===== src/rtl/unified_mem_arbiter_pkg.sv =====
// Shared types and constants for the unified memory arbiter.
package unified_mem_arbiter_pkg;

  typedef enum logic [1:0] {
    IDLE = 2'd0,
    WAIT = 2'd1,
    RESP = 2'd2
  } state_t;

  typedef enum logic {
    OWN_IF  = 1'b0,
    OWN_MEM = 1'b1
  } owner_t;

  localparam int unsigned LAT_W = 4;

endpackage


===== src/rtl/mem_arb_lat_cnt.sv =====
// Loadable saturating down-counter with a zero flag.
// Used both as the RAM latency timer and as the IF starvation counter.
module mem_arb_lat_cnt #(
  parameter int unsigned    W       = 4,
  parameter logic [W-1:0]   RST_VAL = '0
) (
  input  logic         clk_i,
  input  logic         rst_i,
  input  logic         load_i,
  input  logic [W-1:0] load_val_i,
  input  logic         dec_i,
  output logic         zero_o
);

  logic [W-1:0] r_cnt;

  // Load has priority over decrement; decrement stops at zero.
  always_ff @(posedge clk_i or posedge rst_i) begin
    if (rst_i) begin
      r_cnt <= RST_VAL;
    end else if (load_i) begin
      r_cnt <= load_val_i;
    end else if (dec_i && (r_cnt != '0)) begin
      r_cnt <= r_cnt - 1'b1;
    end
  end

  assign zero_o = (r_cnt == '0);

endmodule


===== src/rtl/unified_mem_arbiter.sv =====
// Arbiter sharing one fixed-latency single-ported RAM between IF and MEM.
// Optional feature macro: ARB_STARVE_GUARD_EN (IF starvation guard).
module unified_mem_arbiter
  import unified_mem_arbiter_pkg::*;
#(
  parameter int unsigned ADDR_W       = 32,
  parameter int unsigned DATA_W       = 32,
  parameter int unsigned LAT          = 1,
  parameter int unsigned STARVE_LIMIT = 4
) (
  input  logic              clk_i,
  input  logic              rst_i,
  input  logic              if_req_i,
  input  logic [ADDR_W-1:0] if_addr_i,
  output logic              if_ack_o,
  output logic [DATA_W-1:0] if_rdata_o,
  input  logic              mem_req_i,
  input  logic              mem_we_i,
  input  logic [ADDR_W-1:0] mem_addr_i,
  input  logic [DATA_W-1:0] mem_wdata_i,
  output logic              mem_ack_o,
  output logic [DATA_W-1:0] mem_rdata_o,
  output logic              ram_en_o,
  output logic              ram_we_o,
  output logic [ADDR_W-1:0] ram_addr_o,
  output logic [DATA_W-1:0] ram_wdata_o,
  input  logic [DATA_W-1:0] ram_rdata_i,
  output logic              stall_o
);

  state_t            r_state;
  owner_t            r_owner;
  logic              r_if_live;
  logic              r_ram_en;
  logic              r_ram_we;
  logic [ADDR_W-1:0] r_ram_addr;
  logic [DATA_W-1:0] r_ram_wdata;
  logic              r_if_ack;
  logic              r_mem_ack;
  logic [DATA_W-1:0] r_if_rdata;
  logic [DATA_W-1:0] r_mem_rdata;

  logic w_idle;
  logic w_grant_mem;
  logic w_grant_if;
  logic w_grant;
  logic w_lat_zero;
  logic w_if_forced;

  assign w_idle      = (r_state == IDLE);
  assign w_grant_mem = w_idle & mem_req_i & ~(if_req_i & w_if_forced);
  assign w_grant_if  = w_idle & if_req_i & ~w_grant_mem;
  assign w_grant     = w_grant_mem | w_grant_if;

  mem_arb_lat_cnt #(
    .W       (LAT_W),
    .RST_VAL ('0)
  ) u_lat_cnt (
    .clk_i      (clk_i),
    .rst_i      (rst_i),
    .load_i     (w_grant),
    .load_val_i (LAT_W'(LAT)),
    .dec_i      (r_state == WAIT),
    .zero_o     (w_lat_zero)
  );

`ifdef ARB_STARVE_GUARD_EN
  // Counts down from STARVE_LIMIT on each IF loss; zero means IF is owed a grant.
  mem_arb_lat_cnt #(
    .W       (LAT_W),
    .RST_VAL (LAT_W'(STARVE_LIMIT))
  ) u_starve_cnt (
    .clk_i      (clk_i),
    .rst_i      (rst_i),
    .load_i     (w_grant_if),
    .load_val_i (LAT_W'(STARVE_LIMIT)),
    .dec_i      (w_grant_mem & if_req_i),
    .zero_o     (w_if_forced)
  );
`else
  assign w_if_forced = 1'b0 && (STARVE_LIMIT != 0);
`endif

  // Arbitration FSM: grant in IDLE, time the RAM read in WAIT, pulse the ack in RESP.
  always_ff @(posedge clk_i or posedge rst_i) begin
    if (rst_i) begin
      r_state     <= IDLE;
      r_owner     <= OWN_IF;
      r_if_live   <= 1'b0;
      r_ram_en    <= 1'b0;
      r_ram_we    <= 1'b0;
      r_ram_addr  <= '0;
      r_ram_wdata <= '0;
      r_if_ack    <= 1'b0;
      r_mem_ack   <= 1'b0;
      r_if_rdata  <= '0;
      r_mem_rdata <= '0;
    end else begin
      r_ram_en  <= 1'b0;
      r_if_ack  <= 1'b0;
      r_mem_ack <= 1'b0;
      case (r_state)
        IDLE: begin
          if (w_grant) begin
            r_owner     <= w_grant_mem ? OWN_MEM : OWN_IF;
            r_if_live   <= w_grant_if;
            r_ram_en    <= 1'b1;
            r_ram_we    <= w_grant_mem & mem_we_i;
            r_ram_addr  <= w_grant_mem ? mem_addr_i : if_addr_i;
            r_ram_wdata <= w_grant_mem ? mem_wdata_i : '0;
            r_state     <= WAIT;
          end
        end
        WAIT: begin
          // A dropped IF request is a flush: the access completes silently.
          if ((r_owner == OWN_IF) && !if_req_i) begin
            r_if_live <= 1'b0;
          end
          if (w_lat_zero) begin
            if (r_owner == OWN_MEM) begin
              r_mem_ack <= 1'b1;
              if (!r_ram_we) begin
                r_mem_rdata <= ram_rdata_i;
              end
            end else if (r_if_live && if_req_i) begin
              r_if_ack   <= 1'b1;
              r_if_rdata <= ram_rdata_i;
            end
            r_state <= RESP;
          end
        end
        RESP: begin
          r_state <= IDLE;
        end
        default: begin
          r_state <= IDLE;
        end
      endcase
    end
  end

  assign if_ack_o    = r_if_ack;
  assign if_rdata_o  = r_if_rdata;
  assign mem_ack_o   = r_mem_ack;
  assign mem_rdata_o = r_mem_rdata;
  assign ram_en_o    = r_ram_en;
  assign ram_we_o    = r_ram_we;
  assign ram_addr_o  = r_ram_addr;
  assign ram_wdata_o = r_ram_wdata;
  assign stall_o     = (if_req_i & ~r_if_ack) | (mem_req_i & ~r_mem_ack);

endmodule


===== config.mk =====
export PLATFORM = sky130hd
export DESIGN_NAME = unified_mem_arbiter
export DESIGN_NICKNAME = d
export VERILOG_FILES = /design/src/rtl/unified_mem_arbiter_pkg.sv /design/src/rtl/mem_arb_lat_cnt.sv /design/src/rtl/unified_mem_arbiter.sv
export SDC_FILE = /design/constraint.sdc
export NUM_CORES = 1
export LEC_CHECK = 0
export CAP_MARGIN = 10
export CORE_MARGIN = 10
export CORE_UTILIZATION = 38
export DETAILED_ROUTE_END_ITERATION = 8
export PLACE_DENSITY = 0.79
export SLEW_MARGIN = 20
export SYNTH_ARGS = -nofsm -noshare
export SYNTH_HDL_FRONTEND = slang
export SYNTH_SLANG_ARGS = --single-unit

===== constraint.sdc =====
create_clock -name clk_i -period 4.6 [get_ports clk_i]
set_clock_uncertainty 0.15 [all_clocks]
set_input_delay 0.46 -clock clk_i [delete_from_list [all_inputs] [get_ports clk_i]]
set_output_delay 0.46 -clock clk_i [all_outputs]
set_load 0.02 [all_outputs]

==> summary.md <==
| Metric | Value |
|---|---|
| Status | finished clean |
| Crit-path cells | clkdlybuf4s50_1, inv_1, o22ai_1, clkdlybuf4s50_1 |
| Tmin final | ~2700 ps |
| Flop pwr share | 0.325 |
| EDFF count, synth | 0 |
| Peak supply drop | 0.000284 V |
| Hold crit path type | flip-flop to flip-flop |
| Part of the power in the clock network | 0.224 |
| Max Cap Viol | 0 |
| Total number of vias | around 4.3k |
| Core area | approximately 0.015 mm² |
| Logic pwr share | 0.450 |
| Crit share post-route | 0.593 |
| Tot Pwr | 6530 µW |
| Psw | roughly 2300 µW |
| H-tree Lvls | 4 |
| Slew Limit Fails | 0 |
| Clk buf depth | 2 |
| CTS Hold Bufs | 0 |
| Syn Nets | roughly 540 |
| Share of cells above drive strength 1 | 0.121 |
| Distinct cells, synth | 36 |
| Post-Synthesis Cells | 407 |
| Most frequent cells in the layout | clkdlybuf4s50_1, dfrtp_1, o21ai_0 |
| Die Width | about 140 µm |
| Multi-input logic area | between 0.002 and 0.0025 mm² |
| CP max-delay cell | clkdlybuf4s50_1 |
| Initial antenna violation count | 0 |
| Most used cell, CP | clkdlybuf4s50_1 |
| Layout Nets | 799 |
| Req. time, crit path | approximately 4000 ps |
| Drc violations | 0 |
| ANT nets after route | 0 |
| Worst Setup End Kind | output pin |
| RD Place Congestion | 0.751 |
| Yosys warns | 0 |
| Die Area | approximately 0.02 mm² |
| Vias per inst | around 5.0 |
| IO Pins | around 270 |
| Register area | ~0.0035 mm² |
| Clk Latency, worst-skew pair | 410 ps |
| First-pass GRT wire length | ~26000 µm |
| Die height | approximately 140 µm |
| Hold Fails Final Rpt | 0 |
| Port Buffers | around 270 |
| Internal Power | between 4000 and 5000 µW |
| Crit Path Max Fanout | 8 |
| FF+latch count, synth | 140 |
| Gr usage total | 0.166 |
| Clock sinks | 140 |
| Sequential fraction of the synthesis area | 0.606 |
| Clock-pin slew on the worst setup and hold paths | roughly 60 ps |
| WL/cell | approximately 20 µm |
| Setup CP Type | input pin to output pin |
| LEAKAGE | 0.00404 µW |
| R2R setup slack | ~2200 ps |
| Max-slew headroom | 0.354 |
| Sw frac | 0.351 |
| Gr ovfl total | 0 |
| Post-Syn Area | 0.00578 mm² |
| Kind of launch point of the worst setup path | input pin |
| Slowest stage delay, CP | a little over 700 ps |
| Rows | 45 |
| CTS tree | yes |
| Number of global-route vias before repair | between 4k and 5k |
| Top cell type by total area after synthesis | dfrtp_1 |
| Predominant post-synthesis flop cell | dfrtp_1 |
| CTS resizes | 0 |
| Synth async-reset ratio | 1.00 |
| Starting Density | 0.385 |
| Worst-margin pin slew | 966 ps |
| Setup violators final | 0 |
| WHS | 338 ps |
| RSZ-0062 raised after global routing | no |
| Setup Fix Bufs, Post-CTS | 0 |
| Initial drt markers | 100 |
| Final WL | between 15000 and 20000 µm |
| Post-DP HPWL | ~13000 µm |
| # diodes | 0 |
| DRT Pass-1 Iters | 4 |
| Setup TNS | 0 ps |
| Area Growth Syn to Fin | 57.9% |
| PwrDens | 715 mW/mm² |
| Root Buffer | clkbuf_16 |
| Largest net degree at the start of global routing | 97 |
| Number of buffers created by CTS | 17 |
| Most common cell after layout, fill and taps aside | clkdlybuf4s50_1 |
| Fill count | roughly 1.2k |
| Synth Area per Inst | around 14 µm² |
| Top cell type's share of synthesized area | 0.606 |
| CP Data Arrival Time | approximately 2100 ps |
| Synth top area cells | dfrtp_1, mux2_4, mux2i_1 |
| Fmax | 367 MHz |
## synth_stat cells, types with 2 or more instances
cell and count:
and3_1 2, o21ai_1 3, a22o_1 33, dfrtp_1 140
nor2_1 2, inv_1 7, buf_4 4, mux2i_1 33
mux2_2 6, mux2_1 29, nand2_1 2, buf_1 3
clkbuf_1 8, buf_6 5, ha_1 2, buf_2 8
o21ai_0 65, nor3b_1 2, buf_12 3, or2_2 2
mux2_4 30, nor3_1 4
## state kept, by name, summed over array words and instances (netlist names)
register and cells:
ram_en_o 1, ram_addr_o 32, if_ack_o 1, ram_we_o 1
u_lat_cnt.r_cnt 4, if_rdata_o 32, mem_rdata_o 32, r_owner 1
r_state 2, mem_ack_o 1, ram_wdata_o 32, r_if_live 1
## area by class of cell
class                      instances  area share
sequential                       140       0.383
timing repair buffer             269       0.293
multi-input combinational        229       0.224
clock buffer                      20      0.0500
tap                              188      0.0257
clock inverter                    12      0.0199
inverter                           7     0.00342
## stage by stage
stage | worst slack, ps | std cells | instance area, µm² | util
after global routing | 1780 | 865 | 9140 | 0.608
final | 1870 | 865 | 9140 | 0.608
after global placement | 1830 | 833 | 8490 | 0.565
after CTS | 1850 | 865 | 9130 | 0.607
after detailed placement | 1750 | 833 | 8490 | 0.565
after floorplan | 237 | 407 | 5780 | -
## power by group through the flow
stage | clock [µW] | sequential [µW] | combinational, µW
after CTS | 1490 | 2130 | 2990
after floorplan | 0 | 2710 | 954
final | 1460 | 2120 | 2940
after detailed placement | 0 | 2130 | 2980
after global routing | 1550 | 2200 | 3120
after global placement | 0 | 2110 | 2910
## worst max-delay path, delay by kind of cell
family	cells	cell delay, ps
buf+inv	3	1480
compound gates	1	170
## logic make-up after synthesis
family                     Yosys count  share of synthesized area
AOI/OAI and AO/OA                  108                      0.117
adders and majority gates            2                    0.00433
buffers and inverters               38                     0.0439
DFF                                140                      0.606
muxes                               98                      0.203
and+or+nand+nor                     21                     0.0255
## per-layer routing
metal  GRT usage  vias up  routed length, µm
met4      0.0548        0                224
met2       0.280      171               8770
met5           0        -                  0
met3      0.0703       14               1540
li1            -     1984                  -
met1       0.186     2132               6780
## path summary, 6_finish.rpt
check,startpoint,end,depth (start not counted)
min,if_rdata_o[10]$_DFFE_PP0P_,if_rdata_o[10]$_DFFE_PP0P_,1
min in group asynchronous,rst_i,mem_rdata_o[24]$_DFFE_PP0P_,2
max,if_req_i,stall_o,4
min reg2reg,if_rdata_o[10]$_DFFE_PP0P_,if_rdata_o[10]$_DFFE_PP0P_,1
max in group asynchronous,rst_i,ram_we_o$_DFFE_PP0P_,3
max reg2reg,u_lat_cnt.r_cnt[0]$_DFFE_PP0P_,if_rdata_o[8]$_DFFE_PP0P_,5
(Power assumes the default switching activity.)
